`src/rtl/parity_rx_stream.sv`:
```
// ============================================================================
// Module      : parity_rx_stream
// Description : Even/odd parity checker on a valid/ready word stream with a
//               2-entry elastic output buffer, optional drop of bad words and
//               a saturating parity-error counter (built only when the macro
//               PARITY_ERR_CNT_EN is defined; otherwise err_cnt is tied to 0).
// Revision    : 1.0 - initial release
// ============================================================================
`default_nettype none

module parity_rx_stream #(
    parameter int DATA_WIDTH = 8,
    parameter int ODD_PARITY = 0,
    parameter int CNT_WIDTH  = 16
) (
    input  logic                  clk,
    input  logic                  arst,
    input  logic [DATA_WIDTH:0]   in_data,
    input  logic                  in_valid,
    output logic                  in_ready,
    input  logic                  drop_err,
    output logic [DATA_WIDTH-1:0] out_byte,
    output logic                  out_err,
    output logic                  out_valid,
    input  logic                  out_ready,
    input  logic                  cnt_clr,
    output logic [CNT_WIDTH-1:0]  err_cnt
);

    localparam logic C_ODD = (ODD_PARITY != 0);

    // Each entry holds {err, payload}.
    logic [DATA_WIDTH:0] r_mem [2];
    logic                r_wr_ptr;
    logic                r_rd_ptr;
    logic [1:0]          r_count;
    logic                r_in_ready;

    logic       w_accept;
    logic       w_bad;
    logic       w_store;
    logic       w_pop;
    logic [1:0] w_count_next;

    assign w_accept = in_valid & r_in_ready;
    assign w_bad    = (^in_data) != C_ODD;
    assign w_store  = w_accept & ~(w_bad & drop_err);
    assign w_pop    = (r_count != 2'd0) & out_ready;

    always_comb begin
        w_count_next = r_count;
        if (w_store && !w_pop) begin
            w_count_next = r_count + 2'd1;
        end else if (!w_store && w_pop) begin
            w_count_next = r_count - 2'd1;
        end
    end

    always_ff @(posedge clk) begin
        if (arst) begin
            r_mem[0]   <= '0;
            r_mem[1]   <= '0;
            r_wr_ptr   <= 1'b0;
            r_rd_ptr   <= 1'b0;
            r_count    <= 2'd0;
            r_in_ready <= 1'b0;
        end else begin
            if (w_store) begin
                r_mem[r_wr_ptr] <= {w_bad, in_data[DATA_WIDTH-1:0]};
                r_wr_ptr        <= ~r_wr_ptr;
            end
            if (w_pop) begin
                r_rd_ptr <= ~r_rd_ptr;
            end
            r_count    <= w_count_next;
            // Registered ready tracks next occupancy so it never looks at out_ready combinationally.
            r_in_ready <= (w_count_next != 2'd2);
        end
    end

    assign in_ready  = r_in_ready;
    assign out_valid = (r_count != 2'd0);
    assign out_byte  = r_mem[r_rd_ptr][DATA_WIDTH-1:0];
    assign out_err   = r_mem[r_rd_ptr][DATA_WIDTH];

`ifdef PARITY_ERR_CNT_EN
    logic [CNT_WIDTH-1:0] r_err_cnt;

    always_ff @(posedge clk) begin
        if (arst) begin
            r_err_cnt <= '0;
        end else if (cnt_clr) begin
            r_err_cnt <= '0;
        end else if (w_accept && w_bad && !(&r_err_cnt)) begin
            r_err_cnt <= r_err_cnt + CNT_WIDTH'(1);
        end
    end

    assign err_cnt = r_err_cnt;
`else
    logic w_unused_cnt_clr;
    assign w_unused_cnt_clr = cnt_clr;
    assign err_cnt          = '0;
`endif

endmodule

`default_nettype wire
```
`config.mk`:
```
export PLATFORM = sky130hd
export DESIGN_NAME = parity_rx_stream
export DESIGN_NICKNAME = d
export VERILOG_FILES = /design/src/rtl/parity_rx_stream.sv
export SDC_FILE = /design/constraint.sdc
export NUM_CORES = 1
export LEC_CHECK = 0
export CORE_UTILIZATION = 49
export CTS_BUF_LIST = sky130_fd_sc_hd__clkbuf_16
export DETAILED_ROUTE_END_ITERATION = 8
export PLACE_DENSITY = 0.95
export SETUP_SLACK_MARGIN = 0.2
export SKIP_LAST_GASP = 1
export SLEW_MARGIN = 5
export SYNTH_ARGS = -nofsm -noshare
export SYNTH_HDL_FRONTEND = slang
export SYNTH_SLANG_ARGS = --single-unit
```
`constraint.sdc`:
```
create_clock -name clk -period 7.2 [get_ports clk]
set_clock_uncertainty 0.15 [all_clocks]
set_input_delay 1.44 -clock clk [delete_from_list [all_inputs] [get_ports clk]]
set_output_delay 1.44 -clock clk [all_outputs]
set_load 0.02 [all_outputs]
```
* Word-level counts from Yosys, hierarchy flattened
Memory sizes are Yosys's and may differ from the RTL's. A register that Yosys moved wholly into a read port is not among the register bits.
Cells that the tools add are included.
** Storage, ports and cells
- Bits in registers :: 5
- RAM bits :: 18
- Input port bits :: 15
- Output and inout bits :: 27
- Memories :: 1
** Operators by class
- Add/sub/neg operators :: 2
- Eq/ne operators :: 1
- Muxes and demuxes :: 12
- Bitwise operators :: 7
- Reductions and logical operators :: 7
** Memory list
- r_mem :: words 2, width 9, rd ports 1, clocked after memory_dff 1, wr ports 2, RTL line 33 : logic [DATA_WIDTH:0] r_mem [2];
** Operators by type and width (count)
- $mux W1 :: 9
- $mux W9 :: 1
- $reduce_or A9 Y1 :: 1
- $reduce_xor A9 Y1 :: 1
- $and A1 B1 Y1 :: 4
- $mux W2 :: 2
- $not A1 Y1 :: 3
- $add A2 B1 Y2 const B :: 1
- $logic_and A1 B1 Y1 :: 2
- $logic_not A1 Y1 :: 2
- $ne A2 B2 Y1 const B :: 1
- $reduce_bool A2 Y1 :: 1
- $sub A2 B1 Y2 const B :: 1

* Logic depth before layout (Yosys ltp)
Gate-level depths: netlist (run 1).
- Depth in word-level cells :: 9
- Depth in mapped cells :: 7
- Mapped depth without buffers :: 6

* Least setup slack after synthesis (run 1)
OpenSTA, ideal clock, no wires.
- Kind :: input to register
- From :: input in_data[8]
- To :: memory r_mem[1][0] (netlist bit) (enable)
- Data arrival time :: 3084 ps
- Data required time :: 6715 ps
- Slack :: 3631 ps
- Stages on the path :: 7
- Cell sequence :: xor2_1 > xnor3_2 > mux2i_1 > or2_1 > buf_6 > nor3b_4 > or2_1
** RTL lines
- start, declared :: RTL line 18 : input logic [DATA_WIDTH:0] in_data,
- end, declared :: RTL line 33

==> results.yml, run 1 <==
outcome:
  outcome: "finished, final reports clean"
die:
  initial_utilization_pct: 53.03
  fp.dieArea_sq_um: 2943
  dieWidth_um: 54.25
  fp.coreArea_sq_um: 2522
  rows: 18
  die_y_um: 54.25
  ioPinCount: 42
timing:
  fin_tns_setup_ns: 0
  min_period_ns: 4.221
  worst_pin_slew_ns: 0.8543
  relSlewSlack_pct: 42.93
  setup_viol: 0
  fmax_mhz: 236.9
  fin_crit_sh_pct: 58.63
  hold_viol: 0
  rsz0062_at_grt: "false"
  slew_viol_final: 0
power:
  p_sw_uw: 155.2
  power.internal_uw: 339.5
  powerDensity_nw_per_um2: 307.2
  comb_power_share_pct: 37.8
  p_total_uw: 494.7
  peakVddDrop_mv: 0.2173
  p_leak_uw: 0.0006490
  p_seq_share_pct: 38.4
  clkPwrFrac_pct: 23.8
  power.share.switching_pct: 31.37
clock_tree:
  ctsHoldBuffers: 0
  h-tree-depth: 1
  insertion_delay_ns: 0.25
  cts_buffer_depth: 2
  path_clk_slew_ns: 0.06
  cts-buffers-inserted: 3
  clkSinkCount: 24
  tritoncts: "yes"
  post_cts_buffers: 0
  cts-root-buf: "clkbuf_16"
  cts-resized-gates: 0
global_routing:
  first_global_vias: 780
  grt_overflow_total: 0
  grt_pass1_wl_um: 3477
  antenna_found_initial: 0
  grtUsageTotal_pct: 17.54
  grt_max_degree: 14
drt:
  first_pass_iters: 4
  drc: 0
  ant_nets: 0
  totalWireLength_um: 2279
  routedWlPerCell_um: 14.07
  vias: 805
  via_per_inst: 4.969
  drt_iter0_drc: 7
worst_setup_path:
  cp-start-kind: "input port"
  required_ns: 6.95
  worstPathMaxFanout: 10
  ff2ff_path_depth: 4
  path_class: "input port to flop"
  critical_path_arrival_ns: 3.98
  worstSetupEndpointType: "flop"
logic_synthesis:
  syn_avg_cell_area_sq_um: 12.38
  netlist-cell-type-count: 32
  netlist_area_sq_um: 1338
  synth_seq_cells: 24
  synthCells: 108
  seq_area_frac_synth_pct: 49.39
  ys_warn_count: 0
cells_and_area:
  fillers: 203
  multi_input_area_sq_um: 581.8
  nets: 149
  antennaDiodeCount: 0
  drive_gt1_share_pct: 14.39
  syn_to_final_growth_pct: 20.39
  final-seq-area_sq_um: 660.6
job:
  drv_cap: 0
worst_hold_path:
  hold_depth: 2
  hold_path_class: "flop to flop"
placement:
  io_buffers: 24
  gp_congestion: 0.7073
[cell usage after synthesis]
cell	n	area (sq um)
a211oi_1	1	7.510
a211oi_2	1	12.51
a311oi_1	1	8.760
and2_1	17	106.4
and2_2	1	7.510
and4_4	1	11.26
buf_2	1	5.000
buf_4	16	120.1
buf_6	1	11.26
clkbuf_1	1	3.750
conb_1	1	3.750
dfxtp_1	6	120.1
edfxtp_1	18	540.5
ha_1	1	12.51
inv_1	3	11.26
mux2_2	9	101.4
mux2i_1	2	20.02
nand2_1	3	11.26
nand2b_1	1	6.260
nor2_1	4	15.01
nor2b_1	1	6.260
nor3_4	1	16.27
nor3b_4	1	18.77
o21a_1	1	7.510
o21ai_0	1	5.000
o21bai_1	1	7.510
or2_1	2	12.51
or3_4	1	11.26
xnor2_1	5	43.79
xnor3_1	1	22.52
xnor3_2	1	23.77
xor2_1	3	26.28
[power by group through the flow]
| stage | Clock [uW] | Combinational [uW] | Sequential (uW) |
|---|---|---|---|
| finish | 118 | 187 | 190 |
| global route | 125 | 200 | 194 |
| CTS | 119 | 187 | 190 |
| detailed placement | 0 | 184 | 193 |
| global placement | 0 | 178 | 191 |
| floorplan | 0 | 138 | 185 |
[flip-flops by register name, indices dropped and copies added (netlist names), named ones only]
register / flops
r_mem: 18
r_count: 2
in_ready: 1
r_rd_ptr: 1
r_wr_ptr: 1
[final cells by class]
class,instances,area share (%)
Timing Repair Buffer,24,14.92
Inverter,3,0.6993
Sequential cell,24,41.03
Clock inverter,1,0.2331
Clock buffer,3,4.662
Tap cell,30,2.331
Multi-Input combinational cell,77,36.13
[path summary, 6_finish.rpt]
path	start	endpoint	slack, ns
setup / recovery	in_data[6]	r_mem[1][0]	2.98
hold / removal	r_rd_ptr	flop	0.37
setup reg to reg	in_ready	r_mem[1][0]	5.08
hold reg to reg	r_rd_ptr	flop	0.37
[critical path: stages]
cell             delay (ns)
clkdlybuf4s50_1        0.52
xor2_1                 0.17
xnor3_2                0.47
mux2i_1                0.20
or2_1                  0.37
nor3b_4                0.38
or2_1                  0.42
[placed cells by master, fill, tap and decap left out, types with 2 or more instances in the layout]
master,Yosys,layout
and2_1,17,17
clkbuf_16,0,3
clkdlybuf4s50_1,0,24
conb_1,1,16
dfxtp_1,6,6
edfxtp_1,18,18
inv_1,3,4
mux2_2,9,9
mux2i_1,2,2
nand2_1,3,3
nor2_1,4,4
or2_1,2,2
xnor2_1,5,5
xor2_1,3,3
[cells by family after synthesis]
group	Yosys count	synth area share (%)
and+or+nand+nor	33	16.65
DFF	24	49.39
buffers and inverters	22	11.32
muxes	11	9.074
xor gates and xnor gates	10	8.700
AOI/OAI and AO/OA	6	3.649
adders and majority gates	1	0.9353
other	1	0.2804
[metal layers]
metal	vias up	GRT usage [%]	part of all wire [%]
met4	0	5.983	1.0
met5	-	0	0
met3	3	5.278	6.7
li1	384	-	-
met2	40	31.50	53
met1	378	19.47	39
[metrics by stage]
stage / cells / hold WS [ns] / cell area, sq um / setup slack [ns] / util (%)
after floorplan: 123 / 0.3184 / 1394 / 3.631 / -
after detailed placement: 158 / 0.3596 / 1531 / 2.740 / 60.71
final: 162 / 0.3747 / 1610 / 2.979 / 63.84
after CTS: 162 / 0.3740 / 1610 / 2.983 / 63.84
after global routing: 162 / 0.3972 / 1610 / 2.828 / 63.84
after global placement: 158 / 0.3407 / 1531 / 2.804 / 60.71
Note: power is estimated with default switching activity, not from simulation.
==> inputs of run 2 (changes only) <==
Settings changed: CORE_UTILIZATION 49 to 41, PLACE_DENSITY 0.95 to 0.86.
Clock period 7.2 ns to 3.7 ns, I/O delays scaled along.
==> results.yml, run 2 (synthesis results as in run 1) <==
cells_and_area:
  largest_reg_flops: 18
  nets: 152
  regMostFlops: "r_mem"
  multi_input_area_sq_um: 581.8
  syn_to_final_growth_pct: 23.39
  largest_registers: "r_mem: 18 flops, r_count: 2 flops"
  antennaDiodeCount: 0
  mostFrequentLayoutCell: "clkdlybuf4s50_1"
  drive_gt1_share_pct: 16.30
  final_core_util_pct: 53.62
  fillers: 258
  final_cell_mix: "clkdlybuf4s50_1, edfxtp_1, and2_1, conb_1, mux2_2"
  final-seq-area_sq_um: 660.6
clock_tree:
  cts-resized-gates: 0
  cts-buffers-inserted: 3
  h-tree-depth: 1
  cts-root-buf: "clkbuf_16"
  cts_buffer_depth: 2
  post_cts_buffers: 0
  path_clk_slew_ns: 0.06
  tritoncts: "yes"
  insertion_delay_ns: 0.25
  clkSinkCount: 24
  ctsHoldBuffers: 0
placement:
  hpwl_um: 1553
  io_buffers: 24
  gp_congestion: 0.7336
die:
  rows: 20
  fp.dieArea_sq_um: 3495
  dieWidth_um: 59.12
  ioPinCount: 42
  initial_utilization_pct: 43.46
  fp.coreArea_sq_um: 3078
  die_y_um: 59.12
global_routing:
  grtUsageTotal_pct: 13.32
  grt_pass1_wl_um: 3443
  first_global_vias: 826
  grt_max_degree: 14
  grt_overflow_total: 0
  antenna_found_initial: 0
worst_setup_path:
  required_ns: 3.45
  r2r_start: "r_count[0]"
  startpoint: "in_data[6]"
  worstSetupEndpointType: "flop"
  worstPathMaxFanout: 9
  cpPeakStageDelay_ns: 0.50
  critical_path_arrival_ns: 2.91
  crit_top_cell: "or2_1"
  crit_path_top_delay_cell: "clkdlybuf4s50_1"
  cp_cell_sequence: "clkdlybuf4s50_1 -> xor2_1 -> xnor3_2 -> mux2i_1 -> or2_1 -> nor3b_4 -> or2_1"
  cp-start-kind: "input port"
  path_class: "input port to flop"
drt:
  first_pass_iters: 2
  totalWireLength_um: 2061
  routedWlPerCell_um: 11.51
  drt_iter0_drc: 13
  drc: 0
  vias: 795
  via_per_inst: 4.441
  ant_nets: 0
outcome:
  outcome: "finished, final reports clean"
timing:
  min_period_ns: 3.156
  rsz0062_at_grt: "false"
  fmax_mhz: 316.9
  fin_crit_sh_pct: 85.30
  hold_viol: 0
  fin_tns_setup_ns: 0
  setup_viol: 0
  slew_viol_final: 0
worst_hold_path:
  min-delay-start: "r_count[0]"
  hold_path_class: "flop to flop"
job:
  drv_cap: 0
power:
  p_leak_uw: 0.0006597
  powerDensity_nw_per_um2: 579.6
  p_total_uw: 956.5
  peakVddDrop_mv: 0.3057
run 2: cell count changes in the layout (fill, tap and decap cells not counted), sizes merged:
| cell | previous run | this run |
|---|---|---|
| clkinv | 0 | 1 |
| inv | 4 | 3 |
| buf | 0 | 3 |
run 2: where the power goes:
group          total (uW)  internal [uW]  switching [uW]
clock network         230            144            86.1
logic                 359            187             172
registers             367            333            33.5
total                 957            665             292
run 2: per-stage QoR:
step / hold slack (ns) / cell area, sq um / instances / worst slack, ns
floorplan: 0.3184 / 1394 / 123 / 0.8312
global placement: 0.3321 / 1572 / 175 / 0.3161
detailed placement: 0.3358 / 1572 / 175 / 0.2286
CTS: 0.3430 / 1650 / 179 / 0.4973
global route: 0.3650 / 1650 / 179 / 0.3670
finish: 0.3415 / 1650 / 179 / 0.5440
run 2: area by class of cell:
class | instances | area share, %
Timing Repair Buffer | 27 | 15.92
Sequential cell | 24 | 40.03
Tap cell | 44 | 3.336
Inverter | 3 | 0.6823
Clock inverter | 1 | 0.2274
Multi-Input combinational cell | 77 | 35.25
Clock buffer | 3 | 4.549
run 2: worst paths after layout:
kind	slack (ns)	to	cells after the start
setup / recovery	0.54	r_mem[1][6]	7
hold / removal	0.34	in_ready	1
setup reg to reg	1.83	in_ready	6
hold reg to reg	0.34	in_ready	1
run 2: metal layers:
| metal | GRT usage [%] | vias up | part of all wire (%) |
|---|---|---|---|
| li1 | - | 390 | - |
| met1 | 14.67 | 380 | 44 |
| met2 | 25.49 | 25 | 51 |
| met3 | 2.620 | 0 | 5.9 |
| met4 | 4.082 | 0 | 0 |
| met5 | 0 | - | 0 |
run 2: critical path: cells and delay by family:
family / cells / cell delay, ns
buffers and inverters: 1 / 0.50
xor gates and xnor gates: 2 / 0.65
and+or+nand+nor: 3 / 0.84
muxes: 1 / 0.18
==> inputs of run 3 (changes only) <==
Settings changed: CORE_UTILIZATION 41 to 49, PLACE_DENSITY 0.86 to 0.95.
Clock period 3.7 ns to 3.9 ns, I/O delays scaled along.
==> results.yml, run 3 (synthesis results as in run 1) <==
worst_hold_path:
  hold_path_class: "flop to flop"
die:
  initial_utilization_pct: 53.03
  ioPinCount: 42
  dieWidth_um: 54.25
  rows: 18
  die_y_um: 54.25
  fp.dieArea_sq_um: 2943
  fp.coreArea_sq_um: 2522
drt:
  drt_iter0_drc: 8
  first_pass_iters: 4
  vias: 799
  routedWlPerCell_um: 12.93
  totalWireLength_um: 2121
  ant_nets: 0
  drc: 0
  via_per_inst: 4.872
cells_and_area:
  mostFrequentLayoutCell: "clkdlybuf4s50_1"
  multi_input_area_sq_um: 581.8
  final_cell_mix: "clkdlybuf4s50_1, edfxtp_1, and2_1, conb_1, mux2_2"
  syn_to_final_growth_pct: 21.52
  nets: 151
  final-seq-area_sq_um: 660.6
  fillers: 198
  antennaDiodeCount: 0
  largest_registers: "r_mem: 18 flops, r_count: 2 flops"
  largest_reg_flops: 18
  stdcell_area_sq_um: 1625
  drive_gt1_share_pct: 15.67
  regMostFlops: "r_mem"
clock_tree:
  path_clk_slew_ns: 0.06
  cts-resized-gates: 0
  h-tree-depth: 1
  post_cts_buffers: 0
  insertion_delay_ns: 0.25
  cts_buffer_depth: 2
  cts-root-buf: "clkbuf_16"
  ctsHoldBuffers: 0
  tritoncts: "yes"
  clkSinkCount: 24
  cts-buffers-inserted: 3
worst_setup_path:
  worstPathMaxFanout: 9
  required_ns: 3.65
  critical_path_arrival_ns: 3.12
  cp-start-kind: "input port"
  path_class: "input port to flop"
  worstSetupEndpointType: "flop"
timing:
  rsz0062_at_grt: "false"
  fin_crit_sh_pct: 86.44
  min_period_ns: 3.371
  slew_viol_final: 0
  fmax_mhz: 296.6
  fin_tns_setup_ns: 0
  setup_viol: 0
  hold_viol: 0
global_routing:
  antenna_found_initial: 0
  grt_max_degree: 14
  first_global_vias: 777
  grt_pass1_wl_um: 3201
  grt_overflow_total: 0
  grtUsageTotal_pct: 15.10
power:
  powerDensity_nw_per_um2: 559.1
  p_leak_uw: 0.0006591
  peakVddDrop_mv: 0.5117
placement:
  hpwl_um: 1572
  gp_congestion: 0.7400
  dpl-instance-area_sq_um: 1546
  io_buffers: 24
job:
  drv_cap: 0
outcome:
  outcome: "finished, final reports clean"
run 3: changes by cell type in the layout (fill, tap and decap cells not counted):
| cell | change |
|---|---|
| clkinv_1 | -1 |
| buf_4 | -1 |
| inv_1 | +1 |
run 3: worst max-delay path: stages:
cell             delay [ns]
clkdlybuf4s50_1        0.52
xor2_1                 0.18
xnor3_2                0.48
mux2i_1                0.19
or2_1                  0.36
nor3b_4                0.22
or2_1                  0.40
run 3: where the power goes:
group	total (uW)	switching, uW	internal [uW]
registers	349	32.8	316
logic	343	167	175
clock network	217	80.2	137
run 3: per-stage QoR:
stage	setup WS [ns]	hold WS [ns]	utilization [%]	cells	total power [uW]
2_1_floorplan	0.9912	0.3184	-	123	596.1
3_3_place_gp	0.3653	0.3402	61.31	160	682.1
3_5_place_dp	0.2733	0.3620	61.31	160	696.7
4_1_cts	0.5158	0.3696	64.43	164	913.5
5_1_grt	0.4131	0.3864	64.43	164	953.0
6_report	0.5287	0.3664	64.43	164	908.7
run 3: final timing paths:
check                   from           to  slack [ns]  depth (start not counted)
hold reg to reg   r_count[0]     in_ready        0.37                          1
setup reg to reg    in_ready  r_mem[1][6]        1.98                          4
hold / removal    r_count[0]     in_ready        0.37                          1
setup / recovery  in_data[6]  r_mem[1][6]        0.53                          7
run 3: layout make-up:
class | instances | area share [%]
Clock inverter | 1 | 0.2309
Sequential cell | 24 | 40.65
Inverter | 3 | 0.6928
Timing Repair Buffer | 26 | 15.70
Clock buffer | 3 | 4.619
Tap cell | 30 | 2.309
Multi-Input combinational cell | 77 | 35.80
run 3: metal layers:
metal,share of wire [%],up-vias,track usage (%),wire (um)
li1,-,386,-,-
met1,41,378,16.02,872
met5,0,-,0,0
met4,0,0,2.564,0
met3,6.5,0,2.500,138
met2,52,35,30.69,1110
